File: src/rtl/mod_arith_unit.sv
// Sequential modular arithmetic unit computing z = (x op y) mod MODULUS for
// add, sub and mul. Input and output use valid/ready handshakes, and only one
// operation is in flight at a time. Add, sub and error results appear one edge
// after accept. Multiply uses MSB-first double-and-add and takes WIDTH edges.
module mod_arith_unit #(
  parameter int WIDTH   = 4,
  parameter int MODULUS = 11
) (
  input  logic             clk,
  input  logic             rst_n,
  input  logic             in_valid,
  output logic             in_ready,
  input  logic [1:0]       op,
  input  logic [WIDTH-1:0] x,
  input  logic [WIDTH-1:0] y,
  output logic             out_valid,
  input  logic             out_ready,
  output logic [WIDTH-1:0] z,
  output logic             err
);

  // Multiply bit counter: indexes y from WIDTH-1 down to 0.
  localparam int CNT_W = (WIDTH > 1) ? $clog2(WIDTH) : 1;
  localparam logic [CNT_W-1:0] CNT_LAST = CNT_W'(WIDTH - 1);
  localparam logic [CNT_W-1:0] CNT_ONE  = CNT_W'(1);
  // The modulus is held in WIDTH+1 bits so that MODULUS == 2**WIDTH still fits.
  localparam logic [WIDTH:0] MOD_W = (WIDTH + 1)'(MODULUS);

  localparam logic [1:0] OP_ADD = 2'b00;
  localparam logic [1:0] OP_SUB = 2'b01;
  localparam logic [1:0] OP_MUL = 2'b10;

  // Reject illegal moduli when the design is elaborated.
  if ((MODULUS < 2) || (MODULUS > (1 << WIDTH))) begin : g_bad_modulus
    $error("mod_arith_unit: MODULUS %0d outside 2..2**WIDTH", MODULUS);
  end

  typedef enum logic [1:0] {S_IDLE, S_EVAL, S_MUL, S_DONE} state_t;

  state_t             state_reg;
  logic               in_ready_reg;
  logic               out_valid_reg;
  logic [WIDTH-1:0]   z_reg;
  logic               err_reg;
  logic [WIDTH-1:0]   acc_reg;
  logic [WIDTH-1:0]   x_reg;
  logic [WIDTH-1:0]   y_reg;
  logic [1:0]         op_reg;
  logic [CNT_W-1:0]   cnt_reg;

  // Operand out of range or reserved opcode.
  function automatic logic is_bad(input logic [WIDTH-1:0] a,
                                  input logic [WIDTH-1:0] b,
                                  input logic [1:0]       o);
    return ({1'b0, a} >= MOD_W) || ({1'b0, b} >= MOD_W) || (o == 2'b11);
  endfunction

  logic             accept;
  logic             in_bad;
  logic [WIDTH:0]   sum_ext;
  logic [WIDTH:0]   diff_ext;
  logic             eval_err;
  logic [WIDTH-1:0] eval_z;
  logic [WIDTH:0]   dbl_ext;
  logic [WIDTH:0]   dbl_mod;
  logic [WIDTH:0]   dadd_ext;
  logic [WIDTH-1:0] mul_next;

  assign accept = (state_reg == S_IDLE) && in_ready_reg && in_valid;
  assign in_bad = is_bad(x, y, op);

  // Single-cycle add/sub result on the captured operands.
  always_comb begin
    sum_ext  = {1'b0, x_reg} + {1'b0, y_reg};
    diff_ext = {1'b0, x_reg} - {1'b0, y_reg};
    eval_err = is_bad(x_reg, y_reg, op_reg);
    eval_z   = '0;
    if (!eval_err) begin
      case (op_reg)
        OP_ADD:  eval_z = (sum_ext >= MOD_W) ? WIDTH'(sum_ext - MOD_W) : WIDTH'(sum_ext);
        // diff_ext[WIDTH] is the borrow out of the subtraction.
        OP_SUB:  eval_z = diff_ext[WIDTH] ? WIDTH'(diff_ext + MOD_W) : WIDTH'(diff_ext);
        default: eval_z = '0;
      endcase
    end
  end

  // One double-and-add step. All intermediates stay below 2*MODULUS, so they fit in WIDTH+1 bits.
  always_comb begin
    dbl_ext  = {acc_reg, 1'b0};
    dbl_mod  = (dbl_ext >= MOD_W) ? (dbl_ext - MOD_W) : dbl_ext;
    dadd_ext = dbl_mod + {1'b0, x_reg};
    mul_next = WIDTH'(dbl_mod);
    if (y_reg[cnt_reg]) begin
      mul_next = (dadd_ext >= MOD_W) ? WIDTH'(dadd_ext - MOD_W) : WIDTH'(dadd_ext);
    end
  end

  // Control FSM with registered handshake and result outputs.
  always_ff @(posedge clk or negedge rst_n) begin
    if (!rst_n) begin
      state_reg     <= S_IDLE;
      in_ready_reg  <= 1'b0;
      out_valid_reg <= 1'b0;
      z_reg         <= '0;
      err_reg       <= 1'b0;
      acc_reg       <= '0;
      x_reg         <= '0;
      y_reg         <= '0;
      op_reg        <= OP_ADD;
      cnt_reg       <= '0;
    end else begin
      case (state_reg)
        S_IDLE: begin
          in_ready_reg <= 1'b1;
          if (accept) begin
            in_ready_reg <= 1'b0;
            x_reg        <= x;
            y_reg        <= y;
            op_reg       <= op;
            acc_reg      <= '0;
            cnt_reg      <= CNT_LAST;
            // Errors always take the one-cycle path, even for a multiply.
            state_reg    <= (!in_bad && (op == OP_MUL)) ? S_MUL : S_EVAL;
          end
        end
        S_EVAL: begin
          z_reg         <= eval_z;
          err_reg       <= eval_err;
          out_valid_reg <= 1'b1;
          state_reg     <= S_DONE;
        end
        S_MUL: begin
          acc_reg <= mul_next;
          if (cnt_reg == '0) begin
            z_reg         <= mul_next;
            err_reg       <= 1'b0;
            out_valid_reg <= 1'b1;
            state_reg     <= S_DONE;
          end else begin
            cnt_reg <= cnt_reg - CNT_ONE;
          end
        end
        S_DONE: begin
          // Result stays stable until the sink takes it. No new accept happens on this edge.
          if (out_ready) begin
            out_valid_reg <= 1'b0;
            in_ready_reg  <= 1'b1;
            state_reg     <= S_IDLE;
          end
        end
        default: state_reg <= S_IDLE;
      endcase
    end
  end

  assign in_ready  = in_ready_reg;
  assign out_valid = out_valid_reg;
  assign z         = z_reg;
  assign err       = err_reg;

endmodule

File: config.mk
export PLATFORM = sky130hd
export DESIGN_NAME = mod_arith_unit
export DESIGN_NICKNAME = d
export VERILOG_FILES = /design/src/rtl/mod_arith_unit.sv
export SDC_FILE = /design/constraint.sdc
export NUM_CORES = 1
export LEC_CHECK = 0
export CAP_MARGIN = 20
export CORE_ASPECT_RATIO = 0.9
export CORE_MARGIN = 3
export CORE_UTILIZATION = 58
export DETAILED_ROUTE_END_ITERATION = 6
export PLACE_DENSITY = 0.81
export RECOVER_POWER = 100
export SLEW_MARGIN = 20
export SYNTH_ARGS = -nofsm -noshare
export SYNTH_HDL_FRONTEND = slang
export SYNTH_SLANG_ARGS = --single-unit
File: constraint.sdc
create_clock -name clk -period 3.45 [get_ports clk]
set_clock_uncertainty 0.15 [all_clocks]
set_input_delay 1.035 -clock clk [delete_from_list [all_inputs] [get_ports clk]]
set_output_delay 1.035 -clock clk [all_outputs]
set_load 0.05 [all_outputs]
**After elaboration in Yosys (flattened, before gate mapping)**

Cells that the tools add are included.

- Register bits: 25
- Logic and storage cells: 88

- Add/sub/neg operators: 8
- $lt $le $gt $ge: 8
- Equal/unequal tests: 11
- Mux-type cells: 29
- Reductions and logical operators: 22

Operators by type and width:

| operator | count |
|---|---|
| $mux 4 | 7 |
| $pmux 4 s2 | 3 |
| $ge 4x4->1 const B | 4 |
| $ge 5x4->1 const B | 3 |
| $mux 2 | 6 |
| $eq 2x2->1 const B | 5 |
| $reduce_and 3->1 | 3 |
| $ne 2x2->1 const B | 4 |
| $pmux 2 s4 | 1 |
| $reduce_and 2->1 | 4 |
| $sub 4x4->4 const B | 2 |
| $logic_not 2->1 | 3 |
| $mux 1 | 6 |
| $reduce_bool 2->1 | 3 |
| $add 4x4->5 | 1 |
| $add 5x4->5 | 1 |
| $mux 5 | 1 |
| $sub 4x4->5 | 1 |
| $sub 5x4->5 const B | 1 |
| $add 4x4->4 const B | 1 |
| $eq 2x1->1 const B | 2 |
| $logic_or 1x1->1 | 4 |
| $pmux 1 s2 | 2 |
| $pmux 2 s2 | 1 |
| other kinds (7) | 9 |

**Longest topological paths before layout**

- Depth after elaboration: 8
- Depth in mapped cells: 11
- Mapped depth without buffers: 11

**Least setup slack after synthesis**

OpenSTA, ideal clock, no wires.

- Path kind: register to register
- Start point: reg acc_reg[1]
- End point: reg acc_reg[1]
- Setup time: 122 ps
- Data arrival time: 2439 ps
- Required time: 3178 ps
- Slack: 739 ps
- Stages on the path, launching flop included: 11
- Clock period less this slack: 2711 ps
- Path through: dfrtp_1 -> a21o_1 -> ha_1 -> fa_1 -> ha_1 -> a21oi_1 -> o2bb2ai_1 -> o22ai_1 -> mux2i_1 -> a21oi_1 -> a32o_1

- Longest elaborated chain between the ends: 7
- Elaborated cells between the ends (all ways): 9
- Classes of those cells: 3 x add/sub; 2 x order compare; 4 x mux

RTL lines:

| element | line | text |
|---|---|---|
| start: declaration | 45 | `logic [WIDTH-1:0] acc_reg;` |
| start signal: assignment | 134 | `acc_reg <= mul_next;` |
| $sub 5x4->5 or $ge 5x4->1 (tied branches) | 91 | `dbl_mod = (dbl_ext >= MOD_W) ? (dbl_ext - MOD_W) : dbl_ext;` |
| $mux 5 * | 91 |  |
| $add 5x4->5 | 92 | `dadd_ext = dbl_mod + {1'b0, x_reg};` |
| $ge 5x4->1 or $sub 4x4->4 (tied branches) | 95 | `mul_next = (dadd_ext >= MOD_W) ? WIDTH'(dadd_ext - MOD_W) : WIDTH'(dadd_ext);` |
| $mux 4 | 95 |  |
| $mux 4 * | 94 | `if (y_reg[cnt_reg]) begin` |
| $pmux 4 s2 * | 113 | `case (state_reg)` |

Every way passes the cells marked *; elsewhere a longest branch is shown, timed or not.
A chain may end at the register's enable or synchronous reset.

**Final worst setup path**

Same ends and word-level chain as after synthesis.

==> reports/qor_table.md <==
| Group | Parameter | Reported |
|:---|:---|:---|
| floorplan | DIE HEIGHT | 64.2 um |
| synthesis | Simple-Gate Fraction of Synth Area | 0.137 |
| route | Via count | 1860 |
| synthesis | Share of synthesized cell area in full adder, half adder and majority cells | 0.154 |
| final layout | Area growth from synthesis to final layout | 12.6% |
| critical path | Cell class contributing the biggest share of worst-path delay | compound AO/OA/AOI/OAI gates |
| critical path | Crit-path max cell delay | 0.56 ns |
| global route | Antenna violations before repair | 0 |
| timing | Max Transition Viols Final | 0 |
| final layout | Layout Cells excl Fill | 302 |
| synthesis | Syn Std Cell Area | 0.00218 mm2 |
| synthesis | Mean Syn Cell Area | 9.21 um2 |
| timing | Crit share post-route | 0.853 |
| synthesis | Count of distinct cell types in the synthesized netlist | 56 |
| critical path | Critical Path End Type | flip-flop |
| route | Number of vias per cell | 6.16 |
| synthesis | Synthesized instance count | 237 |
| final layout | Number of diodes added for antenna fixing | 0 |
| critical path | Crit path buffers/inverters | 0 |
| critical path | Arrival time worst endpoint | 2.95 ns |
| timing | Rel. slew slack | 0.109 |
| floorplan | Number of cell rows | 20 |
| route | Violation count after the first detailed-route iteration | 139 |
| clocking | Number of cells upsized or downsized after cts | 0 |
| critical path | Critical Path Start Type | flip-flop |
| placed design | Routability congestion estimate | 0.885 |
| final layout | Final #Nets | 298 |
| final layout | Layout cells sized above 1 | 0.101 |
| synthesis | Seq cells post-synth | 25 |
| placed design | Post-Place Cell Area | 0.00242 mm2 |
| floorplan | I/O Pins | 21 |
| floorplan | X dimension of the die | 70.7 um |
| clocking | Post-CTS setup-driven buffer insertion count | 0 |
| timing | Maximum achievable frequency | 340 MHz |
| global route | Total track usage | 0.223 |
| synthesis | Commonest register cell after synthesis | dfrtp_1 |
| timing | Setup TNS | 0 ns |
| outcome | Outcome | finished clean |
| final layout | Post-route cell area | 0.00246 mm2 |
| route | First drt pass iteration count | 5 |
| global route | Total overflow reported by the global router | 0 |
| worst hold path | Path type of the worst min-delay path | flip-flop to flip-flop |
| synthesis | Post-synthesis xor/xnor area fraction | 0.0298 |
| global route | Global-route wire length before repair | 8220 um |
| synthesis | Multiplexer fraction of the synthesized cell area | 0.103 |
| global route | Maximum number of pins on one net before global-route repair | 26 |
| synthesis | Mapped Nets | 276 |
| clocking | H-tree levels | 1 |
| timing | Final Setup Violations | 0 |
| clocking | Number of buffers created by CTS | 3 |
| floorplan | Core Footprint | 0.00350 mm2 |
| clocking | Clock network latency to the later pin of the worst-skew pair | 0.27 ns |
| route | Routed wire length | 4570 um |
| critical path | Worst path cell trace | a21o_1, ha_1, fa_1, ha_1, a21oi_1, o2bb2ai_1, o22ai_1, mux2i_1, a21oi_1, a32o_1 |
| route | ANT nets after route | 0 |
| critical path | Crit path max-delay cell type | fa_1 |
| floorplan | Initial standard-cell utilization of the core | 0.623 |
| timing | Unrepaired setup endpoints after global routing | false |
| placed design | DP Worst Slack | 0.524 ns |
| timing | Count of endpoints failing hold in the final timing report | 0 |
| global route | Vias in the first global route | 1811 |
| synthesis | Synthesized-area fraction occupied by ao, oa, aoi and oai cells | 0.240 |
| timing | Shortest period the worst path allows | 2.94 ns |
| placed design | HPWL after detailed placement | 3720 um |
| timing | Slew of the pin with the lowest slew margin | 1.34 ns |
| critical path | Worst-path fanout max | 6 |
| placed design | PortBufs | 20 |
| timing | Post-route worst setup slack | 0.506 ns |
| job | MaxCap Viol Count | 0 |
| route | # DRC | 0 |
| synthesis | Share of flip-flops with an asynchronous set or reset | 1.00 |
| synthesis | Count of flip-flops with a built-in enable after synthesis | 0 |
| clocking | Clock Sinks | 25 |
| synthesis | Share of the yosys chip area belonging to registers | 0.287 |
| clocking | Root Buffer Master | clkbuf_8 |
| clocking | Maximum root-to-sink buffer count | 2 |
| floorplan | Area enclosed by the die boundary | 0.00454 mm2 |
| clocking | Clock slew at reported path FFs | 0.08 ns |
| synthesis | Number of warnings issued by yosys | 0 |
| placed design | Number of placed instances, taps included | 298 |
| synthesis | Dominant combinational cell family by area after synthesis | compound AO/OA/AOI/OAI gates |
| critical path | Class of the most critical setup path | flip-flop to flip-flop |
| clocking | TritonCTS clock tree | done |
| critical path | Required time of the critical path | 3.46 ns |
| clocking | Number of hold-repair buffers added at the cts stage | 0 |
| route | Average detailed-routed wire length per instance | 15.1 um |
-- cells by family after synthesis --
logic type | Yosys count
mux | 19
xor+xnor | 5
flops | 25
buf+inv | 26
simple gates | 62
fa+ha+maj | 25
compound gates | 75
-- routing by layer --
| layer | vias up | global-route usage | routed length [um] | share of wire |
|---|---|---|---|---|
| met4 | 0 | 0.0634 | 58 | 0.013 |
| li1 | 914 | - | - | - |
| met2 | 60 | 0.359 | 2090 | 0.46 |
| met5 | - | 0 | 0 | 0 |
| met3 | 7 | 0.0267 | 227 | 0.050 |
| met1 | 879 | 0.316 | 2200 | 0.48 |
-- synthesized netlist by cell type (5+ instances only) --
cell	n	area [um2]
inv_1	20	75.1
nand2_1	23	86.3
ha_1	22	275
dfrtp_1	25	626
a21oi_1	16	80.1
o21ai_0	14	70.1
a21o_1	5	37.5
mux2_2	13	146
nor2_1	14	52.6
-- layout by cell type, fill, tap and decap left out, drive strengths merged, types with 3 or more instances in the layout --
| master | instances |
|---|---|
| dfrtp | 25 |
| nand2 | 23 |
| ha | 22 |
| inv | 20 |
| a21oi | 16 |
| nor2 | 14 |
| o21ai | 14 |
| mux2 | 14 |
| clkdlybuf4s50 | 11 |
| dlygate4sd3 | 9 |
| a21o | 5 |
| clkbuf | 5 |
| o22ai | 4 |
| o311ai | 4 |
| nand3 | 4 |
| a22oi | 4 |
| nor3 | 4 |
| mux2i | 4 |
| nand2b | 3 |
| o211ai | 3 |
| o31ai | 3 |
| fa | 3 |
| xor2 | 3 |
| a32oi | 3 |
-- metrics by stage --
stage	util	hold WS, ns
CTS	0.705	0.373
finish	0.701	0.356
global route	0.701	0.401
global placement	0.692	0.350
floorplan	-	0.341
detailed placement	0.692	0.352
-- area by class of cell --
type	count	area, um2
multi-input combinational	186	1440
fill	283	1050
timing repair buffer	23	215
clock buffer	3	41.3
sequential	25	626
inverter	20	75.1
tap	44	55.1
clock inverter	1	5.00
-- worst min-delay path, delay by kind of cell (launching register included) --
family / cells / cell delay, ns
flops: 1 / 0.36
simple gates: 1 / 0.05
compound gates: 1 / 0.06
-- worst paths after layout --
path,from,to,slack (ns),cells after the start
setup reg to reg,acc_reg[1],acc_reg[1],0.51,10
hold reg to reg,err,err,0.36,2
hold / removal,err,err,0.36,2
max in group asynchronous,rst_n,err,0.94,2
setup / recovery,acc_reg[1],acc_reg[1],0.51,10
min in group asynchronous,rst_n,op_reg[1],1.43,2
Power is left out: the tool's default activity adds up to more than one toggle a clock period on the data nets, which glitch-free logic cannot reach.
==> patch 1, RTL diff (config.mk and constraints unchanged) <==
The parameter `WIDTH` goes from 4 to 6.
--- a/src/rtl/mod_arith_unit.sv
+++ b/src/rtl/mod_arith_unit.sv
@@ -3,7 +3,7 @@
 // operation is in flight at a time. Add, sub and error results appear one edge
 // after accept. Multiply uses MSB-first double-and-add and takes WIDTH edges.
 module mod_arith_unit #(
-  parameter int WIDTH   = 4,
+  parameter int WIDTH   = 6,
   parameter int MODULUS = 11
 ) (
   input  logic             clk,
Ports: changed (resized x, y and z); port bits go from 21 to 27. No check against the original RTL was run, so the function may have changed too.
==> patch 1 against the unedited design <==
- final cell count is 57% higher
- first-iteration DRC count is 40% higher
- via count is 63% higher
- setup slack worse by 0.46 ns
- largest cell class unchanged
- sequential cell count is 9 higher
- fmax is 13% lower
- count of clock-buffer cells in the layout is 3 higher
- area after synthesis is 45% higher
- synthesized cell count is 54% higher
- the run now ends with max-capacitance violations, max-slew violations left
- wire length is 79% higher
- critical path depth is 4 higher
- final area is 55% higher
Power is not shown: default switching activity piles up to over one toggle a cycle in this logic, so the estimate is an artifact.
==> patch 1: results <==
[synth]
synth_nets = 417
netlist_top_cells_area = "dfrtp_1, ha_1, mux2_2"
synthFlopType = "dfrtp_1"
ys_types = 65
yosys-top-cells-count = "dfrtp_1, nor2_1, ha_1"
synthArstFlopShare_pct = 100
synth_seq_area_share_pct = 26.8

[job]
maxCapViolCount = 1

[layout]
drive_above_1_share_pct = 16.8
fillers = 388
multi_input_area_um2 = 2310
fin_nets = 461

[critical_path]
critPathMaxFanout = 4
worstPathArrival_ns = 3.47
timing.rr.start = "acc_reg[2]"

[clock_tree]
htreeDepth = 2
cts_buffers = 5
clock_latency_ns = 0.30

[place]
dpl-instance-area_um2 = 3600
hpwl_um = 6300
gp_congestion = 0.934
portBuffers = 26

[outcome]
status = "finished with violations"
violations = "max-capacitance violations, max-slew violations"

[grt]
grt_start_max_net_pins = 35
track_usage_pct = 25.9
grt_pass1_wl_um = 13400
grt_pass1_vias = 2786

[routing]
wl_um = 8190
drt_iter0_markers = 194
viasPerCell = 6.37

[timing]
finalMaxSlewViolations = 35
slew_headroom_pct = -26.3

[hold_path]
hold_start = "z[0]"
## patch 1: changes by cell type in the layout (fill, tap and decap cells not counted), sizes merged, moves of 8 or more
| cell | unedited run | this run |
|---|---|---|
| buf | 1 | 16 |
| nand3 | 4 | 13 |
| dfrtp | 25 | 34 |
| o21ai | 14 | 26 |
| nor2 | 14 | 32 |
| ha | 22 | 31 |
| xnor2 | 1 | 12 |
| nor2b | 1 | 9 |
## patch 1: cells by family (layout without fill, tap and decap cells)
| kind of cell | Yosys count | after routing | synth area share, % |
|---|---|---|---|
| AO/OA/AOI/OAI | 102 | 102 | 22.3 |
| XOR/XNOR | 16 | 16 | 4.42 |
| adder cells (fa/ha/maj) | 34 | 34 | 14.1 |
| buffers and inverters | 31 | 76 | 4.10 |
| flip-flops | 34 | 34 | 26.8 |
| multiplexers | 21 | 21 | 7.69 |
| AND/OR/NAND/NOR | 127 | 127 | 20.6 |
## patch 1: cell type report
cell class              instances  share of cell area [%]
flip-flops and latches         34                    22.3
clock buffers                   6                    2.16
clock inverters                 2                   0.328
inverters                      23                    2.26
well taps                      65                    2.13
repair buffers                 45                    10.3
multi-input cells             300                    60.5
## patch 1: path summary, 6_finish.rpt
check	slack [ns]	to	cells past startpoint
max in group asynchronous	0.41	y_reg[3]	2
min in group asynchronous	1.65	acc_reg[4]	2
worst min-delay path	0.38	z[0]	1
worst max-delay path	0.05	z[5]	14
worst min register to register	0.38	z[0]	1
worst max register to register	0.05	z[5]	14
## patch 1: through the flow
step	hold WS (ns)	worst slack, ns	TNS (ns)	std cells
global placement	0.333	0.0701	0	465
CTS	0.380	0.00788	0	473
global route	0.408	-0.0847	-0.300	475
detailed placement	0.355	-0.103	-0.328	465
finish	0.381	0.0504	0	475
floorplan	0.317	0.108	0	365
## patch 1: worst max-delay path, cell delays in order (launching register included)
cell       delay (ns)
dfrtp_1          0.39
a21oi_2          0.16
and2_4           0.16
inv_1            0.09
ha_4             0.19
fa_2             0.63
ha_4             0.17
inv_1            0.03
or2_2            0.31
a2111oi_4        0.28
nor3_4           0.09
buf_4            0.16
o211ai_1         0.20
a21oi_1          0.12
a31oi_1          0.19
## patch 1: what timing repair did
action | in CTS | in global routing
hold buffers | 0 | 0
endpoints found under the setup margin | 10 | 12
gates resized for setup | 5 | 19
pin swaps | 0 | 8
setup buffers | 0 | 2
## patch 1: per-layer routing
layer,global-route usage [%],vias to the layer above,share of wire (%)
met1,35.6,1445,45
met5,0,-,0
met4,9.97,0,2.7
met3,4.43,24,6.7
met2,40.7,134,46
li1,-,1424,-
==> patch 2, RTL diff (same flow settings) <==
Made on the original files. Make the reset (`rst_n`) synchronous in one clocked block.
--- a/src/rtl/mod_arith_unit.sv
+++ b/src/rtl/mod_arith_unit.sv
@@ -97,7 +97,7 @@
   end
 
   // Control FSM with registered handshake and result outputs.
-  always_ff @(posedge clk or negedge rst_n) begin
+  always_ff @(posedge clk) begin
     if (!rst_n) begin
       state_reg     <= S_IDLE;
       in_ready_reg  <= 1'b0;
Function: differs if rst_n is asserted again (counterexample within 4 cycles, from zero or initial values and one cycle with rst_n low); with rst_n held inactive, the same outputs for 10 cycles.
==> patch 2 against the unedited design <==
- fmax grew 0.56%
- area after synthesis shrank 3.4%
- final area shrank 3.5%
- sequential cell count is the same
- wire length rose by 9.1%
- critical path depth is 1 lower
- final cell count is 7.6% higher
- setup slack improved by 0.017 ns
- count of clock-buffer cells in the layout is the same
==> patch 2: results <==
[outcome]
status = "complete, no violations"

[critical_path]
regToRegSetupSlack_ns = 0.52
worstPathArrival_ns = 2.95
timing.rr.start = "acc_reg[3]"
r2r-end = "acc_reg[0]"
critPathMaxFanout = 8
rr_worst_depth = 9

[synth]
synth_nets = 304
ys_types = 57
syn_avg_cell_area_um2 = 7.95
yosys-top-cells-count = "nand2_1, nor2_1, dfxtp_1"
synth_seq_area_share_pct = 23.8
netlist_top_cells_area = "dfxtp_1, ha_1, nand2_1"
synthArstFlopShare_pct = 0

[layout]
fillers = 299
antenna_cells = 0
final_common_cell = "nand2_1"
drive_above_1_share_pct = 6.41
layout.cells.non_filler = 325

[timing]
slew_headroom_pct = 50.8
holdWs_ns = 0.337

[power_and_ir_drop]
peakVddDrop_uv = 518

[grt]
track_usage_pct = 23.8
grt_pass1_wl_um = 8630
grt_pass1_vias = 1869
grt_start_max_net_pins = 22

[routing]
drt_iter0_markers = 143
viasPerCell = 6.06
wl_um = 4990
first_pass_iters = 4

[clock_tree]
root_buffer = "clkbuf_8"
clk_pin_slew_worst_paths_ns = 0.10
htreeDepth = 1
clock_latency_ns = 0.27
cts_buffers = 3
post_cts_buffers = 0

[hold_path]
hold_path_class = "flip-flop to flip-flop"
whs_path_depth = 2
min_to = "op_reg[1]"
hold_start = "op_reg[1]"

[place]
placed_cells = 321
hpwl_um = 3910
gp_congestion = 0.941
place_ws_ns = 0.560
[patch 2: changes by cell type after synthesis, moves of 9 or more]
| cell | change |
|---|---|
| dfrtp_1 | -25 |
| dfxtp_1 | +25 |
| nand2_1 | +13 |
| nor2_1 | +12 |
| mux2_2 | -9 |
[patch 2: cells by family after synthesis]
| kind of cell | share of synthesized area [%] |
|---|---|
| AOI/OAI and AO/OA | 27.4 |
| xor gates and xnor gates | 4.10 |
| adders and majority gates | 15.9 |
| buffers and inverters | 5.76 |
| DFF | 23.8 |
| muxes | 4.16 |
| and+or+nand+nor | 18.9 |
[patch 2: critical path, cell delays in order, from the launching register on]
cell and delay, ns:
dfxtp_1 0.38, a21o_1 0.21, ha_1 0.22, fa_1 0.49
ha_1 0.25, o32ai_1 0.28, o211ai_1 0.16, xor2_1 0.20
mux2_2 0.29, a32o_1 0.20
[patch 2: metal layers]
layer / global-route usage (%) / wire length [um] / vias to the layer above
met3: 3.35 / 248 / 4
met5: 0 / 0 / -
met2: 39.3 / 2300 / 62
li1: - / - / 990
met4: 4.63 / 37 / 0
met1: 33.1 / 2400 / 913
[patch 2: power by group]
group	switching, uW	internal, uW
Clock	104	84.7
Combinational	546	342
Sequential	72.7	354
Total	723	781
[patch 2: metrics by stage]
step           power (uW)  cell area (um^2)
4_1_cts              1520              2380
2_1_floorplan        1110              2110
6_report             1500              2370
5_1_grt              1640              2370
3_3_place_gp         1300              2330
3_5_place_dp         1320              2330
[patch 2: how the worst max path moves through the flow]
stage               slack, ns  cells after the start    endpoint        from
CTS                      0.55                      9  acc_reg[0]  acc_reg[3]
global route             0.37                      9  acc_reg[0]  acc_reg[1]
finish                   0.52                      9  acc_reg[0]  acc_reg[3]
floorplan                0.78                      9  acc_reg[0]  acc_reg[2]
global placement         0.58                      9  acc_reg[0]  acc_reg[2]
detailed placement       0.56                      9  acc_reg[0]  acc_reg[3]
[patch 2: final cells by class]
cell class,instances,area share (%)
multi-input cells,210,62.4
inverters,21,3.33
clock buffers,3,1.74
well taps,44,2.32
flip-flops and latches,25,21.1
clock inverters,1,0.370
repair buffers,21,8.76
